## config.mk

```make
export PLATFORM = sky130hd
export DESIGN_NAME = reg32_req_sequencer
export DESIGN_NICKNAME = d
export VERILOG_FILES = /design/src/rtl/reg32_req_sequencer.sv
export SDC_FILE = /design/constraint.sdc
export NUM_CORES = 1
export LEC_CHECK = 0
export CORE_ASPECT_RATIO = 1.1
export CORE_UTILIZATION = 25
export DETAILED_ROUTE_END_ITERATION = 7
export PLACE_DENSITY = 0.47
export SLEW_MARGIN = 10
export SYNTH_ARGS = -nofsm -noshare
export SYNTH_HDL_FRONTEND = slang
export SYNTH_SLANG_ARGS = --single-unit
```

## constraint.sdc

```tcl
create_clock -name clk -period 8.9 [get_ports clk]
set_clock_uncertainty 0.2 [all_clocks]
set_input_delay 1.335 -clock clk [delete_from_list [all_inputs] [get_ports clk]]
set_output_delay 1.335 -clock clk [all_outputs]
set_load 0.01 [all_outputs]
```

## src/rtl/reg32_req_sequencer.sv

```systemverilog
// Access sequencer in front of a 16x32 register file.
// Buffers bus writes in a small FIFO and drains them one per cycle. Reads are
// served one at a time and stall while any buffered or same-cycle write
// targets the same index.
// Ports:
//   clk, reset                          clock, async active-high reset
//   wr_valid/wr_ready/wr_addr/wr_data   write request channel
//   rd_valid/rd_ready/rd_addr           read request channel
//   rsp_valid/rsp_ready/rsp_data        read response channel
//   rf_hold                             register file port busy, issue nothing
//   write_en/write_line/wr_rf_data      register file write strobe (registered)
//   read_en/read_line/rf_rdata          register file read strobe (registered) and data
//   fifo_level                          number of buffered writes
module reg32_req_sequencer #(
  parameter int unsigned DATA_W     = 32,
  parameter int unsigned ADDR_W     = 4,
  parameter int unsigned FIFO_DEPTH = 4
) (
  input  logic                        clk,
  input  logic                        reset,
  input  logic                        wr_valid,
  output logic                        wr_ready,
  input  logic [ADDR_W-1:0]           wr_addr,
  input  logic [DATA_W-1:0]           wr_data,
  input  logic                        rd_valid,
  output logic                        rd_ready,
  input  logic [ADDR_W-1:0]           rd_addr,
  output logic                        rsp_valid,
  input  logic                        rsp_ready,
  output logic [DATA_W-1:0]           rsp_data,
  input  logic                        rf_hold,
  output logic                        write_en,
  output logic [ADDR_W-1:0]           write_line,
  output logic [DATA_W-1:0]           wr_rf_data,
  output logic                        read_en,
  output logic [ADDR_W-1:0]           read_line,
  input  logic [DATA_W-1:0]           rf_rdata,
  output logic [$clog2(FIFO_DEPTH):0] fifo_level
);

  localparam int unsigned PTR_W = $clog2(FIFO_DEPTH);
  localparam int unsigned LVL_W = PTR_W + 1;

  typedef enum logic [1:0] {
    S_IDLE  = 2'd0,
    S_ISSUE = 2'd1,
    S_RSP   = 2'd2
  } state_e;

  logic [ADDR_W-1:0]     addr_mem [FIFO_DEPTH];
  logic [DATA_W-1:0]     data_mem [FIFO_DEPTH];
  logic [FIFO_DEPTH-1:0] vld_q, vld_d;
  logic [PTR_W-1:0]      wr_ptr_q, rd_ptr_q;
  logic [LVL_W-1:0]      level_q, level_d;
  logic                  fifo_empty, fifo_full, push, pop, hazard;
  logic [ADDR_W-1:0]     pop_addr;
  logic [DATA_W-1:0]     pop_data;

  logic                  write_en_q;
  logic [ADDR_W-1:0]     write_line_q;
  logic [DATA_W-1:0]     wr_rf_data_q;
  logic                  read_en_q;
  logic [ADDR_W-1:0]     read_line_q;
  logic [DATA_W-1:0]     rsp_data_q;
  state_e                state_q, state_d;

  assign fifo_empty = (level_q == '0);
  assign fifo_full  = (level_q == LVL_W'(FIFO_DEPTH));
  assign wr_ready   = !fifo_full;
  assign push       = wr_valid && wr_ready;
  // An empty FIFO lets the incoming write pass straight through so it
  // reaches the register file in the very next cycle.
  assign pop        = !rf_hold && (!fifo_empty || push);
  assign pop_addr   = fifo_empty ? wr_addr : addr_mem[rd_ptr_q];
  assign pop_data   = fifo_empty ? wr_data : data_mem[rd_ptr_q];

  // Entry occupancy and level; a bypassed write sets and clears the same slot.
  always_comb begin
    vld_d = vld_q;
    if (push) vld_d[wr_ptr_q] = 1'b1;
    if (pop)  vld_d[rd_ptr_q] = 1'b0;
    level_d = level_q;
    if (push && !pop)      level_d = level_q + LVL_W'(1);
    else if (pop && !push) level_d = level_q - LVL_W'(1);
  end

  // Read hazard: any buffered write or same-cycle push to the read index.
  always_comb begin
    hazard = push && (wr_addr == rd_addr);
    for (int unsigned i = 0; i < FIFO_DEPTH; i++) begin
      if (vld_q[PTR_W'(i)] && (addr_mem[PTR_W'(i)] == rd_addr)) hazard = 1'b1;
    end
  end

  // FIFO pointers and occupancy.
  always_ff @(posedge clk or posedge reset) begin
    if (reset) begin
      wr_ptr_q <= '0;
      rd_ptr_q <= '0;
      level_q  <= '0;
      vld_q    <= '0;
    end else begin
      if (push) wr_ptr_q <= wr_ptr_q + PTR_W'(1);
      if (pop)  rd_ptr_q <= rd_ptr_q + PTR_W'(1);
      level_q <= level_d;
      vld_q   <= vld_d;
    end
  end

  // FIFO storage.
  always_ff @(posedge clk) begin
    if (push) begin
      addr_mem[wr_ptr_q] <= wr_addr;
      data_mem[wr_ptr_q] <= wr_data;
    end
  end

  // Register file write strobe.
  always_ff @(posedge clk or posedge reset) begin
    if (reset) begin
      write_en_q   <= 1'b0;
      write_line_q <= '0;
      wr_rf_data_q <= '0;
    end else begin
      write_en_q <= pop;
      if (pop) begin
        write_line_q <= pop_addr;
        wr_rf_data_q <= pop_data;
      end
    end
  end

  // Read FSM state register.
  always_ff @(posedge clk or posedge reset) begin
    if (reset) state_q <= S_IDLE;
    else       state_q <= state_d;
  end

  // Read FSM next state; ISSUE only advances once the strobe actually went out.
  always_comb begin
    state_d = state_q;
    case (state_q)
      S_IDLE:  if (rd_valid && rd_ready) state_d = S_ISSUE;
      S_ISSUE: if (read_en_q)            state_d = S_RSP;
      S_RSP:   if (rsp_ready)            state_d = S_IDLE;
      default:                           state_d = S_IDLE;
    endcase
  end

  // Read FSM handshake outputs.
  always_comb begin
    rd_ready  = 1'b0;
    rsp_valid = 1'b0;
    case (state_q)
      S_IDLE:  rd_ready  = rd_valid && !rf_hold && !hazard;
      S_RSP:   rsp_valid = 1'b1;
      default: ;
    endcase
  end

  // Read strobe, latched index and captured response data.
  always_ff @(posedge clk or posedge reset) begin
    if (reset) begin
      read_en_q   <= 1'b0;
      read_line_q <= '0;
      rsp_data_q  <= '0;
    end else begin
      read_en_q <= (state_d == S_ISSUE) && !rf_hold;
      if ((state_q == S_IDLE) && rd_valid && rd_ready) read_line_q <= rd_addr;
      if ((state_q == S_ISSUE) && read_en_q)           rsp_data_q  <= rf_rdata;
    end
  end

  assign write_en   = write_en_q;
  assign write_line = write_line_q;
  assign wr_rf_data = wr_rf_data_q;
  assign read_en    = read_en_q;
  assign read_line  = read_line_q;
  assign rsp_data   = rsp_data_q;
  assign fifo_level = level_q;

endmodule

```

==> impl_metrics.prom, run 1 <==
# TYPE chip_impl_metric gauge
chip_impl_metric{name="critPathArrivalTime",unit="ns"} 3.37
chip_impl_metric{name="grt_max_degree",unit=""} 67
chip_impl_metric{name="final.period_utilization",unit=""} 0.551
chip_impl_metric{name="die_area",unit="µm²"} 37500
chip_impl_metric{name="hold_violation_count_in_the_final_report",unit=""} 0
chip_impl_metric{name="setup.reg_to_reg.worst_slack",unit="ns"} 5.45
chip_impl_metric{name="clock.fmax",unit="MHz"} 204
chip_impl_info{name="hold_end",value="wr_rf_data[0]"} 1
chip_impl_metric{name="fin_tns_setup",unit="ns"} 0
chip_impl_metric{name="power.internal",unit="mW"} 2.85
chip_impl_metric{name="ios",unit=""} 158
chip_impl_metric{name="synth.avg_cell_area",unit="µm²"} 17.6
chip_impl_metric{name="clock_sink_count",unit=""} 231
chip_impl_info{name="tritoncts",value="done"} 1
chip_impl_info{name="worstSetupEndpointType",value="output port"} 1
chip_impl_metric{name="timing.slew.headroom",unit=""} 0.221
chip_impl_metric{name="vias",unit=""} 5014
chip_impl_metric{name="power.leakage",unit="nW"} 4.51
chip_impl_metric{name="via_per_inst",unit=""} 4.22
chip_impl_metric{name="detail_route.wl_per_cell",unit="µm"} 17.7
chip_impl_metric{name="path_clk_slew",unit="ns"} 0.06
chip_impl_info{name="criticalPathCategory",value="in2out"} 1
chip_impl_metric{name="report.final.slew_viol_count",unit=""} 0
chip_impl_metric{name="post_cts_resized",unit=""} 0
chip_impl_info{name="timing.critical_path.from_type",value="primary input"} 1
chip_impl_metric{name="net-switching-power",unit="mW"} 1.18
chip_impl_metric{name="tritoncts.num_buffers",unit=""} 26
chip_impl_info{name="cts_root_buf",value="clkbuf_16"} 1
chip_impl_metric{name="place_congestion",unit=""} 0.724
chip_impl_metric{name="drt-pass1-iter-count",unit=""} 4
chip_impl_metric{name="worstRegToRegCells",unit=""} 6
chip_impl_metric{name="cts.htree.levels",unit=""} 1
chip_impl_metric{name="yosysWarnings",unit=""} 0
chip_impl_metric{name="number_of_cells_traversed_by_the_worst_hold_path",unit=""} 2
chip_impl_metric{name="max_slew.worst_pin.slew",unit="ns"} 1.17
chip_impl_metric{name="share_comb_of_total_power",unit=""} 0.314
chip_impl_metric{name="synth_seq_area_share",unit=""} 0.709
chip_impl_metric{name="cellPowerDensity",unit="nW/µm²"} 334
chip_impl_metric{name="drv_cap",unit=""} 0
chip_impl_metric{name="max-clock-path-buffers",unit=""} 3
chip_impl_metric{name="total_power",unit="mW"} 4.03
chip_impl_metric{name="core-area",unit="µm²"} 36200
chip_impl_info{name="run_status",value="completed"} 1
chip_impl_metric{name="p_sw_frac",unit=""} 0.294
chip_impl_metric{name="routed_wl",unit="µm"} 21100
chip_impl_metric{name="p_clk_frac",unit=""} 0.256
chip_impl_info{name="synth_top_flop_cell",value="edfxtp_1"} 1
chip_impl_metric{name="postSynthCellCount",unit=""} 520
chip_impl_metric{name="layout.nets",unit=""} 768
chip_impl_info{name="min_path_type",value="reg2reg"} 1
chip_impl_metric{name="clock_network_latency_to_the_later_pin_of_the_worst_skew_pair",unit="ns"} 0.52
chip_impl_metric{name="grt_use_total",unit=""} 0.114
chip_impl_metric{name="post-cts-setup-buffers",unit=""} 0
chip_impl_metric{name="drtIter0Drc",unit=""} 164
chip_impl_metric{name="global_route.overflow_total",unit=""} 0
chip_impl_metric{name="drc_errors",unit=""} 0
chip_impl_metric{name="power.share.sequential",unit=""} 0.429
chip_impl_metric{name="via_count_of_the_first_global_routing_pass",unit=""} 5614
chip_impl_metric{name="floorplan.rows",unit=""} 73
chip_impl_info{name="hold_path.startpoint",value="wr_rf_data[0]"} 1
chip_impl_metric{name="antennaDiodeCount",unit=""} 0
chip_impl_info{name="r2r-end",value="fifo_level[1]"} 1
chip_impl_metric{name="syn_nets",unit=""} 607
chip_impl_metric{name="die_x",unit="µm"} 185
chip_impl_metric{name="asyncSetResetFlopFracSynth",unit=""} 0.377
chip_impl_metric{name="number_of_enable_flip_flop_cells_after_synthesis",unit=""} 144
chip_impl_metric{name="route.antenna.remaining_nets",unit=""} 0
chip_impl_metric{name="antenna_found_initial",unit=""} 1
chip_impl_metric{name="grt_first_pass_wirelength",unit="µm"} 32800
chip_impl_metric{name="port_buffers",unit=""} 157
chip_impl_metric{name="setup-violations-final",unit=""} 0
chip_impl_metric{name="max-vdd-ir-drop",unit="µV"} 130
chip_impl_metric{name="layout-drive-gt1-share",unit=""} 0.183
chip_impl_metric{name="ys_seq_elements",unit=""} 231
chip_impl_metric{name="die_height",unit="µm"} 203
chip_impl_metric{name="synth_cell_types",unit=""} 38
chip_impl_metric{name="initial_utilization",unit=""} 0.254
chip_impl_metric{name="post-route-min-period",unit="ns"} 4.90
chip_impl_metric{name="area.growth.synth_to_final",unit="%"} 31.7
chip_impl_metric{name="syn-cell-area",unit="µm²"} 9180
chip_impl_info{name="grt_setup_unrepaired",value="no"} 1
chip_impl_metric{name="critPathRequiredTime",unit="ns"} 7.36
chip_impl_metric{name="cts_hold_repair.buffers",unit=""} 0
chip_impl_info{name="critical_path.reg2reg.startpoint",value="fifo_level[0]"} 1
chip_impl_metric{name="detailedPlacementHpwl",unit="µm"} 13000
chip_impl_metric{name="worstPathMaxFanout",unit=""} 7
==> worst max path at each step <==
| stage | slack, ns | depth (start not counted) | start | endpoint |
|---|---|---|---|---|
| floorplan | 5.11 | 1 | reset | fifo_level[0] |
| global placement | 4.01 | 7 | rd_addr[2] | rd_ready |
| detailed placement | 3.98 | 7 | rd_addr[1] | rd_ready |
| CTS | 3.98 | 7 | rd_addr[1] | rd_ready |
| global route | 3.82 | 8 | rd_addr[2] | rd_ready |
| finish | 4.00 | 7 | rd_addr[0] | rd_ready |
==> kinds of logic after synthesis <==
logic type / after synthesis / share of synthesized area
AND/OR/NAND/NOR: 62 / 0.0316
buffers and inverters: 36 / 0.0200
flip-flops: 231 / 0.709
XOR/XNOR: 24 / 0.0229
AO/OA/AOI/OAI: 49 / 0.0307
adder cells (fa/ha/maj): 9 / 0.0131
multiplexers: 109 / 0.173
==> worst max-delay path, stage by stage <==
cell and delay (ns):
clkdlybuf4s50_1 0.66, xor2_1 0.21, nor3_1 0.07, a31oi_1 0.21
nand4_2 0.24, inv_1 0.11, clkdlybuf4s50_1 0.53
==> flip-flops by register name, indices dropped and copies added, names as in the netlist, 3 cells and up <==
name / count
data_mem: 128
fifo_level: 3
wr_rf_data: 32
write_line: 4
read_line: 4
rsp_data: 32
vld_q: 4
addr_mem: 16
==> area by class of cell <==
class,count,area (µm²)
clock buffers,36,729
clock inverters,12,105
fillers,3495,24100
inverters,8,32.5
multi-input cells,253,2500
flip-flops and latches,231,6510
well taps,487,609
repair buffers,161,1600
==> metal layers <==
layer  share of wire  track usage
met1            0.42        0.139
met3           0.075       0.0312
met4           0.016       0.0283
met2            0.49        0.198
met5         0.00052            0
==> through the flow <==
stage	cells	hold WS, ns	setup slack (ns)	utilization	cell area (µm²)
5_1_grt	1188	0.305	3.82	0.334	12100
3_5_place_dp	1140	0.273	3.98	0.311	11200
4_1_cts	1188	0.287	3.98	0.334	12100
3_3_place_gp	1140	0.266	4.01	0.311	11200
6_report	1188	0.275	4.00	0.334	12100
2_1_floorplan	520	0.304	5.11	-	9180
==> power groups by stage <==
stage | clock network (mW) | logic (mW) | registers (mW)
2_1_floorplan | 0 | 0.700 | 1.71
3_3_place_gp | 0 | 1.28 | 1.76
3_5_place_dp | 0 | 1.30 | 1.77
4_1_cts | 1.08 | 1.30 | 1.75
5_1_grt | 1.12 | 1.39 | 1.79
6_report | 1.03 | 1.27 | 1.73
==> cell usage in the layout, fill, tap and decap left out, types with 16 or more instances in the layout <==
| cell | count |
|---|---|
| clkdlybuf4s50_1 | 157 |
| edfxtp_1 | 144 |
| dfrtp_1 | 85 |
| nand2_1 | 42 |
| o21ai_0 | 39 |
| mux2_2 | 37 |
| mux4_2 | 36 |
| mux2i_1 | 36 |
| clkbuf_16 | 27 |
| xor2_1 | 16 |
==> cells in the mapped netlist (2+ instances only) <==
cell	count	area share
o21ai_0	39	0.021
ha_1	8	0.011
buf_4	4	0.0033
a2bb2oi_1	4	0.0038
edfxtp_1	144	0.47
clkbuf_1	6	0.0025
mux2_2	37	0.045
nor4_1	3	0.0020
xnor2_1	8	0.0076
nand2_1	42	0.017
and3_1	4	0.0027
buf_2	14	0.0076
xor2_1	16	0.015
nor3_1	3	0.0016
mux4_2	36	0.088
a31oi_1	2	0.0014
mux2i_1	36	0.039
buf_6	2	0.0025
inv_1	7	0.0029
dfrtp_1	87	0.24
(Power assumes the default switching activity.)
==> run 2: changes to the inputs <==
==> constraint.sdc (replaced) <==
create_clock -name clk -period 4.9 [get_ports clk]
set_clock_uncertainty 0.2 [all_clocks]
set_input_delay 0.735 -clock clk [delete_from_list [all_inputs] [get_ports clk]]
set_output_delay 0.735 -clock clk [all_outputs]
set_load 0.01 [all_outputs]
==> run 2 against run 1 <==
Effect of this change:
- sequential share of layout area increased by 0.21 points
- design area decreased by 0.38%
- via count decreased by 0.26%
- total power increased by 80%
- clock power increased by 76%
- die area unchanged
- count of clock-buffer cells in the layout increased by 2
- critical endpoint unchanged
- flip-flop and latch count unchanged
==> impl_metrics.prom, run 2 (synthesis gave the netlist of run 1 again) <==
# TYPE chip_impl_metric gauge
chip_impl_metric{name="fin_tns_setup",unit="ns"} 0
chip_impl_metric{name="route.antenna.remaining_nets",unit=""} 0
chip_impl_info{name="regMostFlops",value="data_mem"} 1
chip_impl_metric{name="grt_use_total",unit=""} 0.114
chip_impl_metric{name="detailedPlacementHpwl",unit="µm"} 13100
chip_impl_metric{name="largest_register_ff_count",unit=""} 128
chip_impl_metric{name="die_height",unit="µm"} 203
chip_impl_metric{name="final.period_utilization",unit=""} 0.772
chip_impl_metric{name="place_congestion",unit=""} 0.708
chip_impl_metric{name="total_power",unit="mW"} 7.25
chip_impl_metric{name="vias",unit=""} 5001
chip_impl_info{name="cts_root_buf",value="clkbuf_16"} 1
chip_impl_metric{name="power.internal",unit="mW"} 5.09
chip_impl_metric{name="placed_cells_incl_taps",unit=""} 1140
chip_impl_metric{name="worstPathMaxFanout",unit=""} 7
chip_impl_metric{name="worstRegToRegCells",unit=""} 7
chip_impl_metric{name="area.sequential",unit="µm²"} 6510
chip_impl_metric{name="power.share.sequential",unit=""} 0.433
chip_impl_metric{name="filler_cell_count",unit=""} 3531
chip_impl_metric{name="core-area",unit="µm²"} 36200
chip_impl_metric{name="power.leakage",unit="nW"} 4.49
chip_impl_metric{name="max_slew.worst_pin.slew",unit="ns"} 1.15
chip_impl_info{name="worstSetupEndpointType",value="output port"} 1
chip_impl_metric{name="cts_hold_repair.buffers",unit=""} 0
chip_impl_info{name="layout.cells.most_common_list",value="clkdlybuf4s50_1, edfxtp_1, dfrtp_1"} 1
chip_impl_metric{name="ios",unit=""} 158
chip_impl_metric{name="via_count_of_the_first_global_routing_pass",unit=""} 5604
chip_impl_metric{name="post-route-min-period",unit="ns"} 3.78
chip_impl_metric{name="critical_path.n_buffers_inverters",unit=""} 3
chip_impl_metric{name="number_of_cells_traversed_by_the_worst_hold_path",unit=""} 2
chip_impl_metric{name="drv_cap",unit=""} 0
chip_impl_metric{name="die_area",unit="µm²"} 37500
chip_impl_metric{name="net-switching-power",unit="mW"} 2.17
chip_impl_info{name="worst_path_max_delay_cell",value="clkdlybuf4s50_1"} 1
chip_impl_metric{name="post-cts-setup-buffers",unit=""} 0
chip_impl_metric{name="cts.htree.levels",unit=""} 1
chip_impl_metric{name="routed_wl",unit="µm"} 21100
chip_impl_metric{name="antenna_found_initial",unit=""} 0
chip_impl_metric{name="clock_network_latency_to_the_later_pin_of_the_worst_skew_pair",unit="ns"} 0.53
chip_impl_info{name="crit_family",value="buffers and inverters"} 1
chip_impl_metric{name="multi_input_comb_area",unit="µm²"} 2500
chip_impl_metric{name="max-clock-path-buffers",unit=""} 3
chip_impl_metric{name="clock.fmax",unit="MHz"} 264
chip_impl_info{name="grt_setup_unrepaired",value="no"} 1
chip_impl_metric{name="die_x",unit="µm"} 185
chip_impl_metric{name="report.final.slew_viol_count",unit=""} 0
chip_impl_metric{name="timing.slew.headroom",unit=""} 0.232
chip_impl_metric{name="crit_path_max_incr_delay",unit="ns"} 0.68
chip_impl_metric{name="grt_first_pass_wirelength",unit="µm"} 32700
chip_impl_info{name="cp_cell_sequence",value="clkdlybuf4s50_1 -> xor2_1 -> nor3_1 -> a31oi_1 -> nand4_2 -> inv_1 -> clkdlybuf4s50_1"} 1
chip_impl_metric{name="hold_violation_count_in_the_final_report",unit=""} 0
chip_impl_metric{name="p_clk_frac",unit=""} 0.249
chip_impl_metric{name="grt_max_degree",unit=""} 56
chip_impl_info{name="run_status",value="completed"} 1
chip_impl_metric{name="port_buffers",unit=""} 157
chip_impl_metric{name="drtIter0Drc",unit=""} 185
chip_impl_metric{name="layout.nets",unit=""} 767
chip_impl_metric{name="path_clk_slew",unit="ns"} 0.05
chip_impl_info{name="timing.critical_path.from_type",value="primary input"} 1
chip_impl_metric{name="critPathRequiredTime",unit="ns"} 3.96
chip_impl_info{name="tritoncts",value="done"} 1
chip_impl_metric{name="floorplan.rows",unit=""} 73
chip_impl_metric{name="initial_utilization",unit=""} 0.254
chip_impl_metric{name="drt-pass1-iter-count",unit=""} 4
chip_impl_metric{name="share_comb_of_total_power",unit=""} 0.317
chip_impl_metric{name="global_route.overflow_total",unit=""} 0
chip_impl_metric{name="cellPowerDensity",unit="nW/µm²"} 603
chip_impl_metric{name="dpl_worst_slack",unit="ns"} 1.12
chip_impl_metric{name="setup-violations-final",unit=""} 0
chip_impl_metric{name="critPathArrivalTime",unit="ns"} 2.85
chip_impl_metric{name="detail_route.wl_per_cell",unit="µm"} 17.8
chip_impl_metric{name="p_sw_frac",unit=""} 0.299
chip_impl_metric{name="setup_slack",unit="ns"} 1.12
chip_impl_info{name="min_path_type",value="reg2reg"} 1
chip_impl_info{name="most_common_cell_after_layout_fill_and_taps_aside",value="clkdlybuf4s50_1"} 1
chip_impl_metric{name="drc_errors",unit=""} 0
chip_impl_metric{name="area.growth.synth_to_final",unit="%"} 31.2
chip_impl_info{name="critical_path.most_common_cell",value="clkdlybuf4s50_1"} 1
chip_impl_metric{name="max-vdd-ir-drop",unit="µV"} 290
chip_impl_metric{name="critical_path_cell_count",unit=""} 7
chip_impl_metric{name="layout-drive-gt1-share",unit=""} 0.183
chip_impl_metric{name="antennaDiodeCount",unit=""} 0
chip_impl_metric{name="clock_sink_count",unit=""} 231
chip_impl_metric{name="tritoncts.num_buffers",unit=""} 25
chip_impl_info{name="criticalPathCategory",value="in2out"} 1
chip_impl_metric{name="post_cts_resized",unit=""} 0
chip_impl_metric{name="instances_no_fill",unit=""} 1186
chip_impl_metric{name="via_per_inst",unit=""} 4.22
[run 2: cell types whose count changed in the layout (fill, tap and decap cells not counted), sizes merged]
cell	delta
clkbuf	+2
clkinvlp	+1
clkinv	-4
bufinv	-2
inv	+1
[run 2: power by group through the flow]
| stage | sequential [mW] | combinational [mW] | clock [mW] |
|---|---|---|---|
| 4_1_cts | 3.18 | 2.37 | 1.88 |
| 6_report | 3.14 | 2.30 | 1.81 |
| 5_1_grt | 3.24 | 2.51 | 1.95 |
| 3_5_place_dp | 3.21 | 2.36 | 0 |
| 3_3_place_gp | 3.18 | 2.33 | 0 |
| 2_1_floorplan | 3.11 | 1.27 | 0 |
[run 2: metal layers]
metal | up-vias | GRT usage | wire length [µm]
met3 | 29 | 0.0257 | 1340
met2 | 156 | 0.199 | 10400
met4 | 0 | 0.0286 | 378
li1 | 2286 | - | -
met1 | 2530 | 0.141 | 9060
met5 | - | 0 | 0
[run 2: cell type report]
| class | instances | share of cell area |
|---|---|---|
| multi-input cells | 253 | 0.207 |
| flip-flops and latches | 231 | 0.540 |
| clock inverters | 8 | 0.00374 |
| repair buffers | 161 | 0.133 |
| well taps | 487 | 0.0506 |
| clock buffers | 38 | 0.0621 |
| inverters | 8 | 0.00270 |
[run 2: through the flow]
stage / hold WS [ns] / area (µm²) / util
finish: 0.277 / 12000 / 0.333
global route: 0.307 / 12000 / 0.333
CTS: 0.284 / 12000 / 0.333
detailed placement: 0.270 / 11200 / 0.311
global placement: 0.268 / 11200 / 0.311
floorplan: 0.304 / 9180 / -
[run 2: final timing paths]
| kind | startpoint | slack [ns] | end |
|---|---|---|---|
| setup / recovery | rd_addr[3] | 1.12 | rd_ready |
| setup reg to reg | fifo_level[1] | 1.74 | rd_ptr_q[1] |
| max in group asynchronous | reset | 3.04 | rsp_data[3] |
| min in group asynchronous | reset | 0.49 | rsp_data[1] |
| hold / removal | wr_rf_data[2] | 0.28 | wr_rf_data[2] |
| hold reg to reg | wr_rf_data[2] | 0.28 | wr_rf_data[2] |
[run 2: worst min-delay path: cells and delay by family (launching register included)]
family             cells  cell delay (ns)
and+or+nand+nor        1             0.04
DFF                    1             0.34
AOI/OAI and AO/OA      1             0.05
